**src/rtl/salida_uart_pkg.sv**
```systemverilog
// Shared types and constants for the salida UART transmitter.
// Defining SALIDA_UART_HEX_EN switches a word from 4 raw bytes to 10 ASCII characters.
package salida_uart_pkg;

    typedef enum logic [2:0] {
        IDLE,
        LOAD,
        START,
        DATA,
        STOP
    } state_t;

    localparam logic [7:0] ASCII_CR   = 8'h0D;
    localparam logic [7:0] ASCII_LF   = 8'h0A;
    localparam logic [7:0] ASCII_ZERO = 8'h30;
    localparam logic [7:0] ASCII_A    = 8'h41;

`ifdef SALIDA_UART_HEX_EN
    localparam int CHARS_PER_WORD = 10;

    function automatic logic [7:0] hex_char(input logic [3:0] nib);
        if (nib < 4'd10) begin
            return ASCII_ZERO + {4'd0, nib};
        end
        return ASCII_A + {4'd0, nib - 4'd10};
    endfunction
`else
    localparam int CHARS_PER_WORD = 4;
`endif

endpackage

```
**src/rtl/salida_uart_tx_byte.sv**
```systemverilog
// One 8N1 frame: start bit, 8 data bits LSB first, stop bit, CLKS_PER_BIT cycles each.
// A start request in the final stop-bit cycle chains the next frame with no idle gap.
//
// state | meaning
// IDLE  | line high, waiting for start_i
// START | start bit (low) on the line
// DATA  | data bits, bit_cnt counts down remaining shifts
// STOP  | stop bit (high); done_o marks its last cycle
module uart_tx_byte
    import salida_uart_pkg::*;
#(
    parameter int CLKS_PER_BIT = 16
) (
    input  logic       clk_i,
    input  logic       rst_ni,
    input  logic       start_i,
    input  logic [7:0] byte_i,
    output logic       tx_o,
    output logic       done_o
);

    localparam int CW = (CLKS_PER_BIT > 1) ? $clog2(CLKS_PER_BIT) : 1;

    state_t        state;
    logic [CW-1:0] baud_cnt;
    logic [2:0]    bit_cnt;
    logic [7:0]    shreg;
    logic          bit_end;

    assign bit_end = (baud_cnt == '0);

    always_ff @(posedge clk_i or negedge rst_ni) begin
        if (!rst_ni) begin
            state    <= IDLE;
            baud_cnt <= '0;
            bit_cnt  <= '0;
            shreg    <= '0;
            tx_o     <= 1'b1;
            done_o   <= 1'b0;
        end else begin
            done_o <= 1'b0;
            if (!bit_end) begin
                baud_cnt <= baud_cnt - CW'(1);
            end
            case (state)
                IDLE: begin
                    if (start_i) begin
                        state    <= START;
                        shreg    <= byte_i;
                        tx_o     <= 1'b0;
                        baud_cnt <= CW'(CLKS_PER_BIT - 1);
                    end
                end
                START: begin
                    if (bit_end) begin
                        state    <= DATA;
                        tx_o     <= shreg[0];
                        shreg    <= {1'b0, shreg[7:1]};
                        bit_cnt  <= 3'd7;
                        baud_cnt <= CW'(CLKS_PER_BIT - 1);
                    end
                end
                DATA: begin
                    if (bit_end) begin
                        baud_cnt <= CW'(CLKS_PER_BIT - 1);
                        if (bit_cnt == 3'd0) begin
                            state <= STOP;
                            tx_o  <= 1'b1;
                        end else begin
                            tx_o    <= shreg[0];
                            shreg   <= {1'b0, shreg[7:1]};
                            bit_cnt <= bit_cnt - 3'd1;
                        end
                    end
                end
                STOP: begin
                    if (baud_cnt == CW'(1)) begin
                        done_o <= 1'b1;
                    end
                    if (bit_end) begin
                        if (start_i) begin
                            state    <= START;
                            shreg    <= byte_i;
                            tx_o     <= 1'b0;
                            baud_cnt <= CW'(CLKS_PER_BIT - 1);
                        end else begin
                            state <= IDLE;
                        end
                    end
                end
                default: state <= IDLE;
            endcase
        end
    end

endmodule

```
**src/rtl/salida_uart_tx.sv**
```systemverilog
// salida_uart_tx: FIFO-buffers core write-back words and streams them on an 8N1 UART line.
// Build with SALIDA_UART_HEX_EN defined to send 8 hex digits + CR/LF per word instead of raw bytes.
//
// state | meaning
// IDLE  | line free; pops the FIFO head when one is present
// LOAD  | word latched, first character handed to the byte unit
// DATA  | remaining characters chained back-to-back, chars_left counts down
module salida_uart_tx
    import salida_uart_pkg::*;
#(
    parameter int CLK_HZ     = 50_000_000,
    parameter int BAUD       = 115_200,
    parameter int FIFO_DEPTH = 8
) (
    input  logic                        clk_i,
    input  logic                        rst_ni,
    input  logic [31:0]                 dato_i,
    input  logic                        valid_i,
    output logic                        tx_o,
    output logic                        busy_o,
    output logic                        overflow_o,
    output logic [$clog2(FIFO_DEPTH):0] nivel_o
);

    localparam int CLKS_PER_BIT = CLK_HZ / BAUD;
    localparam int PW           = $clog2(FIFO_DEPTH);
    localparam int NW           = PW + 1;

    // Assert immediately, release two edges later so no flop sees a runt reset edge.
    logic [1:0] rst_sync_q;
    logic       rst_int_n;

    always_ff @(posedge clk_i or negedge rst_ni) begin
        if (!rst_ni) begin
            rst_sync_q <= 2'b00;
        end else begin
            rst_sync_q <= {rst_sync_q[0], 1'b1};
        end
    end

    assign rst_int_n = rst_sync_q[1];

    state_t        state;
    logic [31:0]   mem [FIFO_DEPTH];
    logic [PW-1:0] wr_ptr;
    logic [PW-1:0] rd_ptr;
    logic [NW-1:0] count;
    logic [NW-1:0] count_n;
    logic          full;
    logic          push_ok;
    logic          fifo_pop;
    logic [31:0]   word_q;
    logic [31:0]   word_next;
    logic [3:0]    chars_left;
    logic [7:0]    cur_char;
    logic          byte_start;
    logic          byte_done;
    logic          word_end;

    // Full is judged on the current count, so a push meeting a pop while full is still dropped.
    assign full     = (count == NW'(FIFO_DEPTH));
    assign push_ok  = valid_i & ~full;
    assign fifo_pop = (state == IDLE) & (count != '0);

    always_comb begin
        count_n = count;
        if (push_ok && !fifo_pop) begin
            count_n = count + NW'(1);
        end else if (!push_ok && fifo_pop) begin
            count_n = count - NW'(1);
        end
    end

    always_ff @(posedge clk_i) begin
        if (push_ok) begin
            mem[wr_ptr] <= dato_i;
        end
    end

    always_ff @(posedge clk_i or negedge rst_int_n) begin
        if (!rst_int_n) begin
            wr_ptr <= '0;
            rd_ptr <= '0;
            count  <= '0;
        end else begin
            if (push_ok) begin
                wr_ptr <= wr_ptr + PW'(1);
            end
            if (fifo_pop) begin
                rd_ptr <= rd_ptr + PW'(1);
            end
            count <= count_n;
        end
    end

`ifdef SALIDA_UART_HEX_EN
    always_comb begin
        cur_char = hex_char(word_q[31:28]);
        if (state == DATA && chars_left == 4'd2) begin
            cur_char = ASCII_CR;
        end else if (state == DATA && chars_left == 4'd1) begin
            cur_char = ASCII_LF;
        end
    end

    assign word_next = {word_q[27:0], 4'd0};
`else
    assign cur_char  = word_q[7:0];
    assign word_next = {8'd0, word_q[31:8]};
`endif

    // Next character is requested in the last stop-bit cycle so frames abut on the line.
    assign byte_start = (state == LOAD) |
                        ((state == DATA) & byte_done & (chars_left != 4'd0));
    assign word_end   = (state == DATA) & byte_done & (chars_left == 4'd0);

    always_ff @(posedge clk_i or negedge rst_int_n) begin
        if (!rst_int_n) begin
            state      <= IDLE;
            word_q     <= '0;
            chars_left <= '0;
            busy_o     <= 1'b0;
            overflow_o <= 1'b0;
        end else begin
            busy_o <= (count_n != '0) | fifo_pop | (state == LOAD) |
                      ((state == DATA) & ~word_end);
            if (valid_i && full) begin
                overflow_o <= 1'b1;
            end
            case (state)
                IDLE: begin
                    if (fifo_pop) begin
                        state  <= LOAD;
                        word_q <= mem[rd_ptr];
                    end
                end
                LOAD: begin
                    state      <= DATA;
                    word_q     <= word_next;
                    chars_left <= 4'(CHARS_PER_WORD - 1);
                end
                DATA: begin
                    if (byte_done) begin
                        if (chars_left != 4'd0) begin
                            word_q     <= word_next;
                            chars_left <= chars_left - 4'd1;
                        end else begin
                            state <= IDLE;
                        end
                    end
                end
                default: state <= IDLE;
            endcase
        end
    end

    assign nivel_o = count;

    uart_tx_byte #(
        .CLKS_PER_BIT(CLKS_PER_BIT)
    ) u_byte (
        .clk_i  (clk_i),
        .rst_ni (rst_int_n),
        .start_i(byte_start),
        .byte_i (cur_char),
        .tx_o   (tx_o),
        .done_o (byte_done)
    );

endmodule

```
**config.mk**
```make
export PLATFORM = sky130hd
export DESIGN_NAME = salida_uart_tx
export DESIGN_NICKNAME = d
export VERILOG_FILES = /design/src/rtl/salida_uart_pkg.sv /design/src/rtl/salida_uart_tx_byte.sv /design/src/rtl/salida_uart_tx.sv
export SDC_FILE = /design/constraint.sdc
export NUM_CORES = 1
export LEC_CHECK = 0
export ABC_AREA = 1
export CAP_MARGIN = 0
export CORE_ASPECT_RATIO = 0.8
export CORE_MARGIN = 1
export CORE_UTILIZATION = 61
export DETAILED_ROUTE_END_ITERATION = 8
export PLACE_DENSITY = 0.83
export SYNTH_ARGS = -nofsm -noshare
export SYNTH_HDL_FRONTEND = slang
export SYNTH_SLANG_ARGS = --single-unit
```
**constraint.sdc**
```tcl
create_clock -name clk_i -period 3 [get_ports clk_i]
set_input_delay 0.75 -clock clk_i [delete_from_list [all_inputs] [get_ports clk_i]]
set_output_delay 0.75 -clock clk_i [all_outputs]
set_load 0.1 [all_outputs]
```
==> results.ini, run 1 <==
[placed_design]
dp_slack_ps = 291
gp_congestion = 0.793
port_buffers = 41
hpwl_microns = 17500

[power]
power_w = 0.0106
p_leak_nw = 6.10
irDropWorstVdd_mv = 0.587
power_density_nw_per_um2 = 675

[synth]
synth_area_leaders = edfxtp_1 (55%), dfrtp_1 (14%), nand2_1 (8.9%)
yosysWarnings = 0
synth.top_cell.area_share_pct = 55.0
ys_types = 42
synth_top_area_cell = edfxtp_1
synth_edf_count = 256
synthArstFlopShare_pct = 23.1
synthFlopType = edfxtp_1
synth_nets = 1318
synth_area_sq_um = 14000
ys_ff_latch = 333
postSynthAreaPerCell_sq_um = 11.0
ys_seq_area_share_pct = 68.7
syn-instance-count = 1272

[floorplan]
initial_core_util_pct = 62.2
ios = 42
core-area_sq_um = 22500
die_h_microns = 137
die_area_sq_um = 23500
die_w_microns = 171
num_rows = 49

[clock_tree]
insertion_delay_ps = 560
cts_hold_buffers = 0
clock_path_buffers = 3
clock-sinks = 333
cts-root-buf = clkbuf_16
numCtsBuffers = 31
cts_tree = yes
cts_resized = 0
cts.htree.levels = 1
cts_setup_buffers = 0
clk_pin_slew_ps = 60

[detailed_routing]
drc_errors = 0
first_pass_iters = 5
vias = 9628
wl_microns = 30500
ant_nets = 0
routed_via_density = 5.87
routedWlPerCell_microns = 18.6
drtIter0Drc = 939

[setup_path]
regToRegSetupSlack_ps = 610
critical_path_required_ps = 3210
cpLargestDelayFamily = simple AND/OR/NAND/NOR gates
crit_chain = inv_1 > ha_1 > nand3_1 > nand2_1 > or2_2 > nor2_4 > buf_4
path_class = flip-flop to flip-flop
max_stage_delay_ps = 450
crit_path_top_delay_cell = or2_2
worstPathMaxFanout = 21
crit_buf_inv = 2
arrival_ps = 2600
start_kind = flip-flop
end_kind = flip-flop

[grt]
grt_pass1_wl_microns = 48200
grt.total_usage_pct = 26.9
grt_max_degree = 148
grt_overflow = 0
antenna_found_initial = 0
grt_pass1_vias = 9343

[sta]
finalCritPeriodShare_pct = 79.8
slew_viol_final = 0
layout_min_cycle_time_ps = 2390
setup_viol = 0
hold_viol_final = 0
worst_slew_pin_slew_ps = 734
skew_ps = 12.0
rsz0062_at_grt = false
fin_ws_ps = 606
slew_headroom_pct = 51.1
fmax_mhz = 418

[cells_and_area]
fin_nets = 1356
fin_util_pct = 70.0
drive_gt1_share_pct = 8.61
area_growth_pct = 12.5
n_antenna_cell = 0

[hold_path]
hold_path_class = primary input to async pin

[flow_run]
max-cap-violations = 0

[run_status]
status = finished clean

[cells in the final DEF, fill, tap and decap left out, types with 14 or more instances in the layout]
cell             count
inv_1               60
buf_4               22
a21oi_1             49
o21ai_0             86
clkdlybuf4s50_1     34
nor2_1             114
o221ai_1            14
dfrtp_1             73
edfxtp_1           256
nand3_1            129
clkbuf_1            14
clkbuf_16           31
nand2_1            331
[stage by stage]
step,TNS (ps),instance area [sq um],hold slack [ps],cells
final,0,15700,344,1641
after global placement,0,14800,340,1583
after CTS,0,15700,336,1641
after floorplan,-34770,14000,331,1272
after global routing,0,15700,335,1641
after detailed placement,0,14800,347,1583
[metal layers]
metal / vias up / part of all wire, % / global-route usage [%]
met1: 4713 / 41 / 37.3
met3: 61 / 7.1 / 3.56
met4: 0 / 2.5 / 9.03
li1: 4455 / - / -
met5: - / 0 / 0
met2: 399 / 49 / 44.5
[worst register-to-register path, stage by stage (launching register included)]
cell	delay, ps
dfrtp_1	440
inv_1	90
ha_1	260
nand3_1	130
nand2_1	170
or2_2	450
nor2_4	130
buf_4	370
[worst paths after layout]
| path | start | endpoint | depth (start not counted) |
|---|---|---|---|
| max | nivel_o[0] | mem[0][8] | 7 |
| min | rst_ni | rst_sync_q[0] | 1 |
| max reg2reg | nivel_o[0] | mem[0][8] | 7 |
| min reg2reg | rst_sync_q[0] | rst_sync_q[1] | 0 |
| max in group asynchronous | rst_sync_q[1] | word_q[26] | 1 |
| min in group clk_i | rst_sync_q[0] | rst_sync_q[1] | 0 |
[synth_stat cells (12+ instances only)]
master	instances
nand2_1	331
edfxtp_1	256
nand3_1	129
nor2_1	122
o21ai_0	86
dfrtp_1	76
inv_1	60
a21oi_1	49
buf_2	26
clkbuf_1	19
o221ai_1	14
o211ai_1	13
o21ai_1	12
[kinds of logic after synthesis]
group / count (synthesis) / synth area share (%)
compound gates: 180 / 7.21
simple gates: 610 / 18.4
other cells: 1 / 0.0268
fa+ha+maj: 11 / 0.984
flops: 333 / 68.7
buf+inv: 131 / 4.21
xor+xnor: 6 / 0.376
[state kept, by name (all words and copies together) (netlist names), 2 cells and up]
signal           cells
state                2
u_byte.shreg         8
nivel_o              4
rd_ptr               3
u_byte.bit_cnt       3
u_byte.state         3
wr_ptr               3
chars_left           4
mem                256
word_q              32
u_byte.baud_cnt      9
rst_sync_q           2
[power by group]
part	internal (W)	leakage (nW)	switching, W
Combinational	0.000327	2.33	0.000939
Sequential	0.00555	3.31	0.000169
Clock	0.00202	0.461	0.00163
Total	0.00789	6.10	0.00274
[cell type report]
type / instances / area (sq um)
Sequential cell: 333 / 9620
Fill cell: 1523 / 6760
Clock inverter: 9 / 51.3
Multi-Input combinational cell: 808 / 3840
Inverter: 71 / 272
Clock buffer: 49 / 883
Tap cell: 306 / 383
Timing Repair Buffer: 65 / 686
(Power assumes the default switching activity.)
==> run 2, diff against run 1 <==
--- a/config.mk
+++ b/config.mk
@@ -9,9 +9,9 @@
 export CAP_MARGIN = 0
 export CORE_ASPECT_RATIO = 0.8
 export CORE_MARGIN = 1
-export CORE_UTILIZATION = 61
+export CORE_UTILIZATION = 55
 export DETAILED_ROUTE_END_ITERATION = 8
-export PLACE_DENSITY = 0.83
+export PLACE_DENSITY = 0.79
 export SYNTH_ARGS = -nofsm -noshare
 export SYNTH_HDL_FRONTEND = slang
 export SYNTH_SLANG_ARGS = --single-unit
==> constraint.sdc (replaced) <==
create_clock -name clk_i -period 2 [get_ports clk_i]
set_input_delay 0.5 -clock clk_i [delete_from_list [all_inputs] [get_ports clk_i]]
set_output_delay 0.5 -clock clk_i [all_outputs]
set_load 0.1 [all_outputs]
==> results.ini, run 2 (synthesized netlist as in run 1, its figures left out) <==
[setup_path]
path_class = flip-flop to flip-flop
cpLargestDelayFamily = simple AND/OR/NAND/NOR gates
timing.rr.start = nivel_o[0]
start_kind = flip-flop
ff2ff_path_depth = 7  ; unchanged
endpoint = mem[0][23]
crit_chain = inv_4 > ha_4 > nand3_4 > nand2_4 > or2_4 > nor2_4 > buf_12
worstPathMaxFanout = 19  ; -9.5%
arrival_ps = 2120  ; -480 ps
critical_path_required_ps = 2250  ; -960 ps
crit_cells = 7  ; unchanged
crit_path_top_delay_cell = dfrtp_4
reg2reg_to = mem[0][23]
crit_buf_inv = 2  ; unchanged
critical_path.startpoint = nivel_o[0]
max_stage_delay_ps = 480  ; +30 ps
regToRegSetupSlack_ps = 130  ; -480 ps
end_kind = flip-flop

[floorplan]
ios = 42  ; unchanged
die_h_microns = 145  ; +5.2%
die_w_microns = 180  ; +5.3%
num_rows = 51  ; +4.1%
initial_core_util_pct = 56.8  ; -5.4 points
core-area_sq_um = 24600  ; +9.5%
die_area_sq_um = 26100  ; +11%

[power]
power_density_nw_per_um2 = 1040  ; +53%
switching_share_pct = 24.9  ; -0.86 points
p_comb_share_pct = 13.1  ; +1.2 points
irDropWorstVdd_mv = 0.843  ; +44%
power.switching_w = 0.00419  ; +53%
seq_power_share_pct = 51.2  ; -2.6 points
clkPwrFrac_pct = 35.7  ; +1.4 points
p_leak_nw = 6.30  ; +3.3%
p_int_w = 0.0127  ; +60%

[grt]
antenna_found_initial = 0  ; unchanged
grt.total_usage_pct = 24.8  ; -2.0 points
grt_pass1_vias = 9144  ; -2.1%
grt_overflow = 0  ; unchanged
grt_max_degree = 75  ; -49%
grt_pass1_wl_microns = 49800  ; +3.3%

[sta]
slew_viol_final = 0  ; unchanged
skew_ps = 9.81  ; -2.19 ps
setup_viol = 0  ; unchanged
rsz0062_at_grt = false
layout_min_cycle_time_ps = 1870  ; -522 ps
worst_slew_pin_slew_ps = 681  ; -52.7 ps
slew_headroom_pct = 54.2  ; +3.1 points
fmax_mhz = 534  ; +28%
hold_viol_final = 0  ; unchanged
finalCritPeriodShare_pct = 93.6  ; +14 points
fin_ws_ps = 129  ; -478 ps

[detailed_routing]
routed_via_density = 5.72  ; -2.4%
drtIter0Drc = 853  ; -9.2%
first_pass_iters = 5  ; unchanged
vias = 9554  ; -0.77%
routedWlPerCell_microns = 18.8  ; +1.1%
wl_microns = 31400  ; +2.8%
drc_errors = 0  ; unchanged
ant_nets = 0  ; unchanged

[clock_tree]
cts-root-buf = clkbuf_16
clock_path_buffers = 3  ; unchanged
cts_hold_buffers = 0  ; unchanged
cts_setup_buffers = 0  ; unchanged
numCtsBuffers = 30  ; -3.2%
cts.htree.levels = 1  ; unchanged
clk_pin_slew_ps = 60  ; about the same
cts_resized = 0  ; unchanged
clock-sinks = 333  ; unchanged
cts_tree = yes
insertion_delay_ps = 550  ; about the same

[cells_and_area]
fin_nets = 1373  ; +1.3%
stdcell_count = 1669  ; +1.7%
drive_gt1_share_pct = 11.0  ; +2.3 points
area_growth_pct = 16.3
largest_reg_flops = 256  ; unchanged
layout.cells.most_common = nand2_1
n_antenna_cell = 0  ; unchanged
final_cell_mix = nand2_1 (329), edfxtp_1 (256), nand3_1 (128)
fillers = 1791  ; +18%
fin_area_sq_um = 16300  ; +3.4%
fin_util_pct = 66.1  ; -3.9 points
top_register = mem
top_regs = mem (256), word_q (32), u_byte.baud_cnt (9)

[placed_design]
post-place-cells = 1613  ; +1.9%
dp_slack_ps = -138  ; -429 ps
placed_area_sq_um = 15200  ; +2.8%
port_buffers = 41  ; unchanged
hpwl_microns = 19800  ; +13%
gp_congestion = 0.890  ; +12%

[hold_path]
hold_path_class = primary input to async pin

[flow_run]
max-cap-violations = 0  ; unchanged

[run_status]
status = finished clean

[run 2: how the worst min path moves through the flow]
stage | end | slack [ps] | cells after the start
CTS | rst_sync_q[0] | 90 | 1
detailed placement | nivel_o[1] | 200 | 0
global route | rst_sync_q[0] | 100 | 1
global placement | nivel_o[1] | 200 | 0
floorplan | rst_sync_q[0] | 200 | 0
finish | rst_sync_q[0] | 110 | 1
[run 2: final cells by class]
| cell class | instances | area [sq um] | area share (%) |
|---|---|---|---|
| flip-flops and latches | 333 | 9640 | 59.2 |
| well taps | 318 | 398 | 2.45 |
| clock buffers | 35 | 821 | 5.04 |
| inverters | 71 | 274 | 1.68 |
| clock inverters | 21 | 226 | 1.39 |
| multi-input cells | 808 | 3880 | 23.8 |
| repair buffers | 83 | 1030 | 6.35 |
[run 2: power by group through the flow]
stage	clock [W]	combinational [W]	sequential (W)
after global routing	0.00634	0.00235	0.00869
after global placement	0	0.00215	0.00874
after floorplan	0	0.000890	0.00905
after detailed placement	0	0.00220	0.00877
final	0.00601	0.00221	0.00863
after CTS	0.00608	0.00221	0.00863
[run 2: through the flow]
| step | hold slack (ps) | TNS, ps | total power (W) |
|---|---|---|---|
| after CTS | 92.7 | 0 | 0.0169 |
| after floorplan | 204 | -52380 | 0.00994 |
| after global routing | 96.1 | 0 | 0.0174 |
| after global placement | 199 | -13360 | 0.0109 |
| final | 106 | 0 | 0.0169 |
| after detailed placement | 197 | -17260 | 0.0110 |
[run 2: routing by layer]
metal  global-route usage (%)  vias up  share of wire (%)
met5                        0        -                  0
met4                     8.73        0                3.2
met3                     3.22       59                7.1
met2                     41.2      407                 47
met1                     34.2     4610                 43
li1                         -     4478                  -
[run 2: worst register-to-register path, delay by kind of cell, from the launching register on]
kind,cells,cell delay (ps)
fa+ha+maj,1,180
buf+inv,2,260
flops,1,480
simple gates,4,650
